### src/rtl/axil_pkg.sv
// rtl/axil_pkg.sv - response codes, FSM state types and address decode helper for the AXI4-Lite register file
package axil_pkg;

   localparam logic [1:0] RESP_OKAY   = 2'b00;
   localparam logic [1:0] RESP_SLVERR = 2'b10;
   localparam logic [1:0] RESP_DECERR = 2'b11;

   typedef enum logic {WR_COLLECT, WR_RESP} wr_state_e;
   typedef enum logic {RD_IDLE, RD_DATA} rd_state_e;

   // An address hits the bank only when every bit above the register index is zero.
   function automatic logic addr_in_range(input logic [31:0] addr, input int idx_w);
      return (addr >> (idx_w + 2)) == 32'd0;
   endfunction

endpackage

### src/rtl/axil_reg_array.sv
// rtl/axil_reg_array.sv - NUM_REGS x 32-bit register storage with byte-strobe writes and flattened export
module axil_reg_array #(
   parameter int NUM_REGS = 16,
   parameter int IDX_W    = $clog2(NUM_REGS)
) (
   input  logic                     clk,
   input  logic                     rst,
   input  logic                     we,
   input  logic [IDX_W-1:0]         widx,
   input  logic [3:0]               wstrb,
   input  logic [31:0]              wdata,
   input  logic [IDX_W-1:0]         ridx,
   output logic [31:0]              rdata,
   output logic [32*NUM_REGS-1:0]   regs_flat
);

   logic [31:0] mem [NUM_REGS];

   // Storage: clear on reset, otherwise update only the strobed bytes of the addressed register.
   always_ff @(posedge clk or posedge rst) begin
      if (rst) begin
         for (int k = 0; k < NUM_REGS; k++) mem[k] <= '0;
      end else if (we) begin
         for (int b = 0; b < 4; b++) begin
            if (wstrb[b]) mem[widx][8*b +: 8] <= wdata[8*b +: 8];
         end
      end
   end

   // Read port is combinational so a capture on the commit edge sees the pre-write contents.
   assign rdata = mem[ridx];

   for (genvar k = 0; k < NUM_REGS; k++) begin : g_flat
      assign regs_flat[32*k +: 32] = mem[k];
   end

endmodule

### src/rtl/axil_slave_regfile.sv
// rtl/axil_slave_regfile.sv - AXI4-Lite register file responder; AXIL_SLV_DECERR_EN selects DECERR for unmapped addresses
module axil_slave_regfile
   import axil_pkg::*;
#(
   parameter int NUM_REGS = 16,
   parameter int IDX_W    = $clog2(NUM_REGS)
) (
   input  logic                     clk,
   input  logic                     rst,
   input  logic [31:0]              S_AXI_AWADDR,
   input  logic                     S_AXI_AWVALID,
   output logic                     S_AXI_AWREADY,
   input  logic [31:0]              S_AXI_WDATA,
   input  logic [3:0]               S_AXI_WSTRB,
   input  logic                     S_AXI_WVALID,
   output logic                     S_AXI_WREADY,
   output logic [1:0]               S_AXI_BRESP,
   output logic                     S_AXI_BVALID,
   input  logic                     S_AXI_BREADY,
   input  logic [31:0]              S_AXI_ARADDR,
   input  logic                     S_AXI_ARVALID,
   output logic                     S_AXI_ARREADY,
   output logic [31:0]              S_AXI_RDATA,
   output logic [1:0]               S_AXI_RRESP,
   output logic                     S_AXI_RVALID,
   input  logic                     S_AXI_RREADY,
   output logic [32*NUM_REGS-1:0]   regs_q,
   output logic                     wr_pulse,
   output logic [IDX_W-1:0]         wr_idx
);

`ifdef AXIL_SLV_DECERR_EN
   localparam logic [1:0] RESP_UNMAPPED = RESP_DECERR;
`else
   localparam logic [1:0] RESP_UNMAPPED = RESP_SLVERR;
`endif

   logic             init_done;
   wr_state_e        wr_state;
   rd_state_e        rd_state;

   logic             aw_held;
   logic [IDX_W-1:0] aw_idx;
   logic             aw_ok;
   logic             w_held;
   logic [31:0]      w_data;
   logic [3:0]       w_strb;
   logic [1:0]       b_resp;

   logic             ar_held;
   logic [IDX_W-1:0] ar_idx;
   logic             ar_ok;
   logic [31:0]      r_data;
   logic [1:0]       r_resp;

   logic             commit;
   logic [31:0]      arr_rdata;

   // Byte offset bits never take part in decode.
   logic             unused_addr_lsbs;
   assign unused_addr_lsbs = ^{S_AXI_AWADDR[1:0], S_AXI_ARADDR[1:0]};

   assign S_AXI_AWREADY = init_done && (wr_state == WR_COLLECT) && !aw_held;
   assign S_AXI_WREADY  = init_done && (wr_state == WR_COLLECT) && !w_held;
   assign S_AXI_BVALID  = (wr_state == WR_RESP);
   assign S_AXI_BRESP   = b_resp;
   assign S_AXI_ARREADY = init_done && (rd_state == RD_IDLE) && !ar_held;
   assign S_AXI_RVALID  = (rd_state == RD_DATA);
   assign S_AXI_RDATA   = r_data;
   assign S_AXI_RRESP   = r_resp;

   assign commit = (wr_state == WR_COLLECT) && aw_held && w_held;

   // Keep all readies low until the first edge after reset release.
   always_ff @(posedge clk or posedge rst) begin
      if (rst) init_done <= 1'b0;
      else     init_done <= 1'b1;
   end

   // Write channel: collect AW and W independently, commit once both are held, then hold B until accepted.
   always_ff @(posedge clk or posedge rst) begin
      if (rst) begin
         wr_state <= WR_COLLECT;
         aw_held  <= 1'b0;
         aw_idx   <= '0;
         aw_ok    <= 1'b0;
         w_held   <= 1'b0;
         w_data   <= '0;
         w_strb   <= '0;
         b_resp   <= RESP_OKAY;
         wr_pulse <= 1'b0;
         wr_idx   <= '0;
      end else begin
         wr_pulse <= 1'b0;
         if (wr_state == WR_COLLECT) begin
            if (S_AXI_AWVALID && S_AXI_AWREADY) begin
               aw_held <= 1'b1;
               aw_idx  <= S_AXI_AWADDR[IDX_W+1:2];
               aw_ok   <= addr_in_range(S_AXI_AWADDR, IDX_W);
            end
            if (S_AXI_WVALID && S_AXI_WREADY) begin
               w_held <= 1'b1;
               w_data <= S_AXI_WDATA;
               w_strb <= S_AXI_WSTRB;
            end
            if (commit) begin
               wr_state <= WR_RESP;
               b_resp   <= aw_ok ? RESP_OKAY : RESP_UNMAPPED;
               wr_pulse <= aw_ok;
               if (aw_ok) wr_idx <= aw_idx;
            end
         end else if (S_AXI_BREADY) begin
            wr_state <= WR_COLLECT;
            aw_held  <= 1'b0;
            w_held   <= 1'b0;
         end
      end
   end

   // Read channel: latch AR, capture data on the following edge, hold R until accepted.
   always_ff @(posedge clk or posedge rst) begin
      if (rst) begin
         rd_state <= RD_IDLE;
         ar_held  <= 1'b0;
         ar_idx   <= '0;
         ar_ok    <= 1'b0;
         r_data   <= '0;
         r_resp   <= RESP_OKAY;
      end else if (rd_state == RD_IDLE) begin
         if (ar_held) begin
            rd_state <= RD_DATA;
            r_data   <= ar_ok ? arr_rdata : 32'd0;
            r_resp   <= ar_ok ? RESP_OKAY : RESP_UNMAPPED;
         end else if (S_AXI_ARVALID && S_AXI_ARREADY) begin
            ar_held <= 1'b1;
            ar_idx  <= S_AXI_ARADDR[IDX_W+1:2];
            ar_ok   <= addr_in_range(S_AXI_ARADDR, IDX_W);
         end
      end else if (S_AXI_RREADY) begin
         rd_state <= RD_IDLE;
         ar_held  <= 1'b0;
      end
   end

   axil_reg_array #(
      .NUM_REGS (NUM_REGS),
      .IDX_W    (IDX_W)
   ) u_reg_array (
      .clk       (clk),
      .rst       (rst),
      .we        (commit && aw_ok),
      .widx      (aw_idx),
      .wstrb     (w_strb),
      .wdata     (w_data),
      .ridx      (ar_idx),
      .rdata     (arr_rdata),
      .regs_flat (regs_q)
   );

endmodule

### config.mk
export PLATFORM = sky130hd
export DESIGN_NAME = axil_slave_regfile
export DESIGN_NICKNAME = d
export VERILOG_FILES = /design/src/rtl/axil_pkg.sv /design/src/rtl/axil_reg_array.sv /design/src/rtl/axil_slave_regfile.sv
export SDC_FILE = /design/constraint.sdc
export NUM_CORES = 1
export LEC_CHECK = 0
export BUFFER_PORTS_ARGS = -buffer_cell sky130_fd_sc_hd__buf_4
export CAP_MARGIN = 20
export CORE_AREA = 10 10 247 249
export DETAILED_ROUTE_END_ITERATION = 16
export DIE_AREA = 0 0 257 259
export PLACE_DENSITY = 0.82
export SLEW_MARGIN = 20
export SYNTH_ARGS = -nofsm -noshare
export SYNTH_HDL_FRONTEND = slang
export SYNTH_SLANG_ARGS = --single-unit
### constraint.sdc
create_clock -name clk -period 52.4 [get_ports clk]
set_input_delay 10.48 -clock clk [delete_from_list [all_inputs] [get_ports clk]]
set_output_delay 10.48 -clock clk [all_outputs]
set_load 0.01 [all_outputs]
==> results.md <==
- Post-synth top area share: 56.4%
- Row count: 87
- Max Slew Vio Count: 0
- Die Height: 259 µm
- Die footprint: 0.0666 mm²
- I/O pin total: 665
- GR Overflow Total: 0
- Root Buffer: clkbuf_16
- Setup violators final: 0
- Setup Buffers After CTS: 0
- CTS tree: done
- CTS sink cnt: 603
- Most common cell in the netlist: dfrtp_1
- Vias in the first global route: 20,400
- Achievable Freq: 0.0738 GHz
- Outcome: finished clean
- Mapped Cells: 1,746
- Worst-margin pin slew: 1.14 ns
- Setup CP Type: input pin to asynchronous set/reset pin
- Clk Latency, worst-skew pair: 0.60 ns
- Routed len/inst: 31.4 µm
- Initial antenna violation count: 9
- Synth area leaders: dfrtp_1 (56%), mux2_2 (23%), mux4_2 (6.8%)
- Largest area contributor in the netlist: dfrtp_1
- Setup_tns: 0 ns
- Placer congestion estimate: 0.920
- Unrepaired setup endpoints after global routing: false
- Number of synthesized flops with an enable pin: 0
- Layout area overhead: 29.0%
- H-tree Lvls: 3
- Die X: 257 µm
- Storage cell area: 0.0151 mm²
- Number of distinct library cells after synthesis: 35
- Fill count: 4,264
- Peak supply drop: 0.0000236 V
- Synth Register Bits: 603
- Slew HR: 23.6%
- First-pass GRT wire length: 145 mm
- Top FF cell, synth: dfrtp_1
- Sequential-to-total area share from yosys stat: 56.4%
- Worst setup EP type: asynchronous set/reset pin
- Total of warnings raised by yosys: 0
- Req. time, crit path: 52.99 ns
- Clock Skew: 0.0202 ns
- Num CTS Buffers: 67
- Utilization after layout: 61.7%
- Asr flop ratio synth: 100%
- Area occupied by multi-input gates: 0.0112 mm²
- Share of cells above drive strength 1: 59.5%
- Mean post-synth cell area: 15.3 µm²
- Hold_buf cts: 0
- Vias post-DR: 19,100
- Via-per-instance ratio: 5.98
- Core area: 0.0560 mm²
- HPWL after DPL: 74.7 mm
- Synth Cell Area: 0.0267 mm²
- Lkg Pwr: 18.1 nW
- Total GRT Usage: 29.4%
- Final critical-path required period: 13.54 ns
- P per Cell Area: 36.9 mW/mm²
- Critical path startpoint category: input pin
- Antenna viol nets, final: 0
- Largest net degree at the start of global routing: 175
- Initial DRC Count: 1,708
- Initial core utilization: 47.8%
- Maximum clock insertion buffer count: 3
- Post-layout nets: 2,489
- CTS clock-pin slew for the worst setup and hold paths: 0.06 ns
- 1st-pass router iterations: 5
- Max-Cap Viols: 0
- Hold violation total from the final report: 0
- Period utilization: 25.8%
- Post-synth top cells: dfrtp_1 (603), mux2_2 (536), mux2i_1 (117)
- Final WL: 100 mm
- Peak fanout along the critical path: 130
- Crit path DAT: 14.13 ns
- Port bufs: 658
- Post-cts gate resize count: 0
- # DRC: 0
- Worst min path class: flop to flop
## sequential cells by signal, summed over array words and instances, names as in the netlist, 4 cells and up
name / flops
aw_idx: 4
w_data: 32
ar_idx: 4
wr_idx: 4
S_AXI_RDATA: 32
u_reg_array.regs_flat: 512
w_strb: 4
## stage by stage
step / area (µm²) / hold slack [ns] / setup slack, ns / instances / power, mW
after floorplan: 26800 / 0.447 / 25.04 / 1747 / 0.707
after detailed placement: 32300 / 0.486 / 38.08 / 3069 / 0.807
after CTS: 34500 / 0.494 / 38.73 / 3184 / 1.27
after global routing: 34500 / 0.516 / 38.30 / 3188 / 1.31
after global placement: 32300 / 0.469 / 38.24 / 3069 / 0.800
final: 34500 / 0.497 / 38.86 / 3193 / 1.27
## final timing paths
kind	cells past startpoint	to	startpoint	slack [ns]
min	1	S_AXI_BRESP[1]	aw_ok	0.50
max in group clk	2	S_AXI_ARREADY	S_AXI_RVALID	40.28
min in group asynchronous	2	aw_held	rst	10.04
max	5	u_reg_array.regs_flat[430]	rst	38.86
max reg2reg	5	S_AXI_RDATA[12]	ar_idx[0]	49.00
min reg2reg	1	S_AXI_BRESP[1]	aw_ok	0.50
## power breakdown
part           internal [mW]  switching [mW]  total [mW]
combinational         0.0886           0.126       0.215
clock                  0.278           0.191       0.468
sequential             0.485           0.104       0.589
total                  0.851           0.421        1.27
## routing by layer
layer / up-vias / track usage, % / part of all wire (%)
met4: 0 / 13.8 / 5.0
met5: - / 0 / 0
li1: 7822 / - / -
met3: 212 / 7.33 / 7.7
met1: 10200 / 38.1 / 41
met2: 860 / 46.0 / 47
## area by class of cell
cell class / count / area share, %
flip-flops and latches: 603 / 43.8
multi-input cells: 1034 / 32.3
repair buffers: 673 / 14.7
clock buffers: 101 / 5.88
well taps: 756 / 2.74
clock inverters: 14 / 0.497
diodes: 9 / 0.0653
inverters: 3 / 0.0544
## logic make-up after synthesis
logic type	after synthesis	share of synthesized area [%]
simple gates	140	3.06
compound gates	118	3.11
other cells	2	0.0281
flops	603	56.4
mux	773	35.4
buf+inv	110	1.98
## layout by cell type (no fill, tap or decap), drive strengths merged
master	n
clkinvlp	1
mux2i	117
and4b	1
buf	673
nor4	13
clkinv	9
nand2	79
nor2	14
nand4	2
mux4	81
conb	3
nor3	6
dfrtp	603
nand4b	1
clkbuf	101
nor3b	4
bufinv	2
a32oi	19
nand3	3
nand2b	5
a22oi	51
a21o	3
diode	9
nor2b	3
and2	9
a221oi	9
mux2	575
inv	5
o21ai	36
## critical path, stage by stage
cell and delay [ns]:
buf_4 0.13, inv_8 0.58, buf_4 0.90, buf_4 0.93
buf_4 0.88
(Power assumes the default switching activity.)
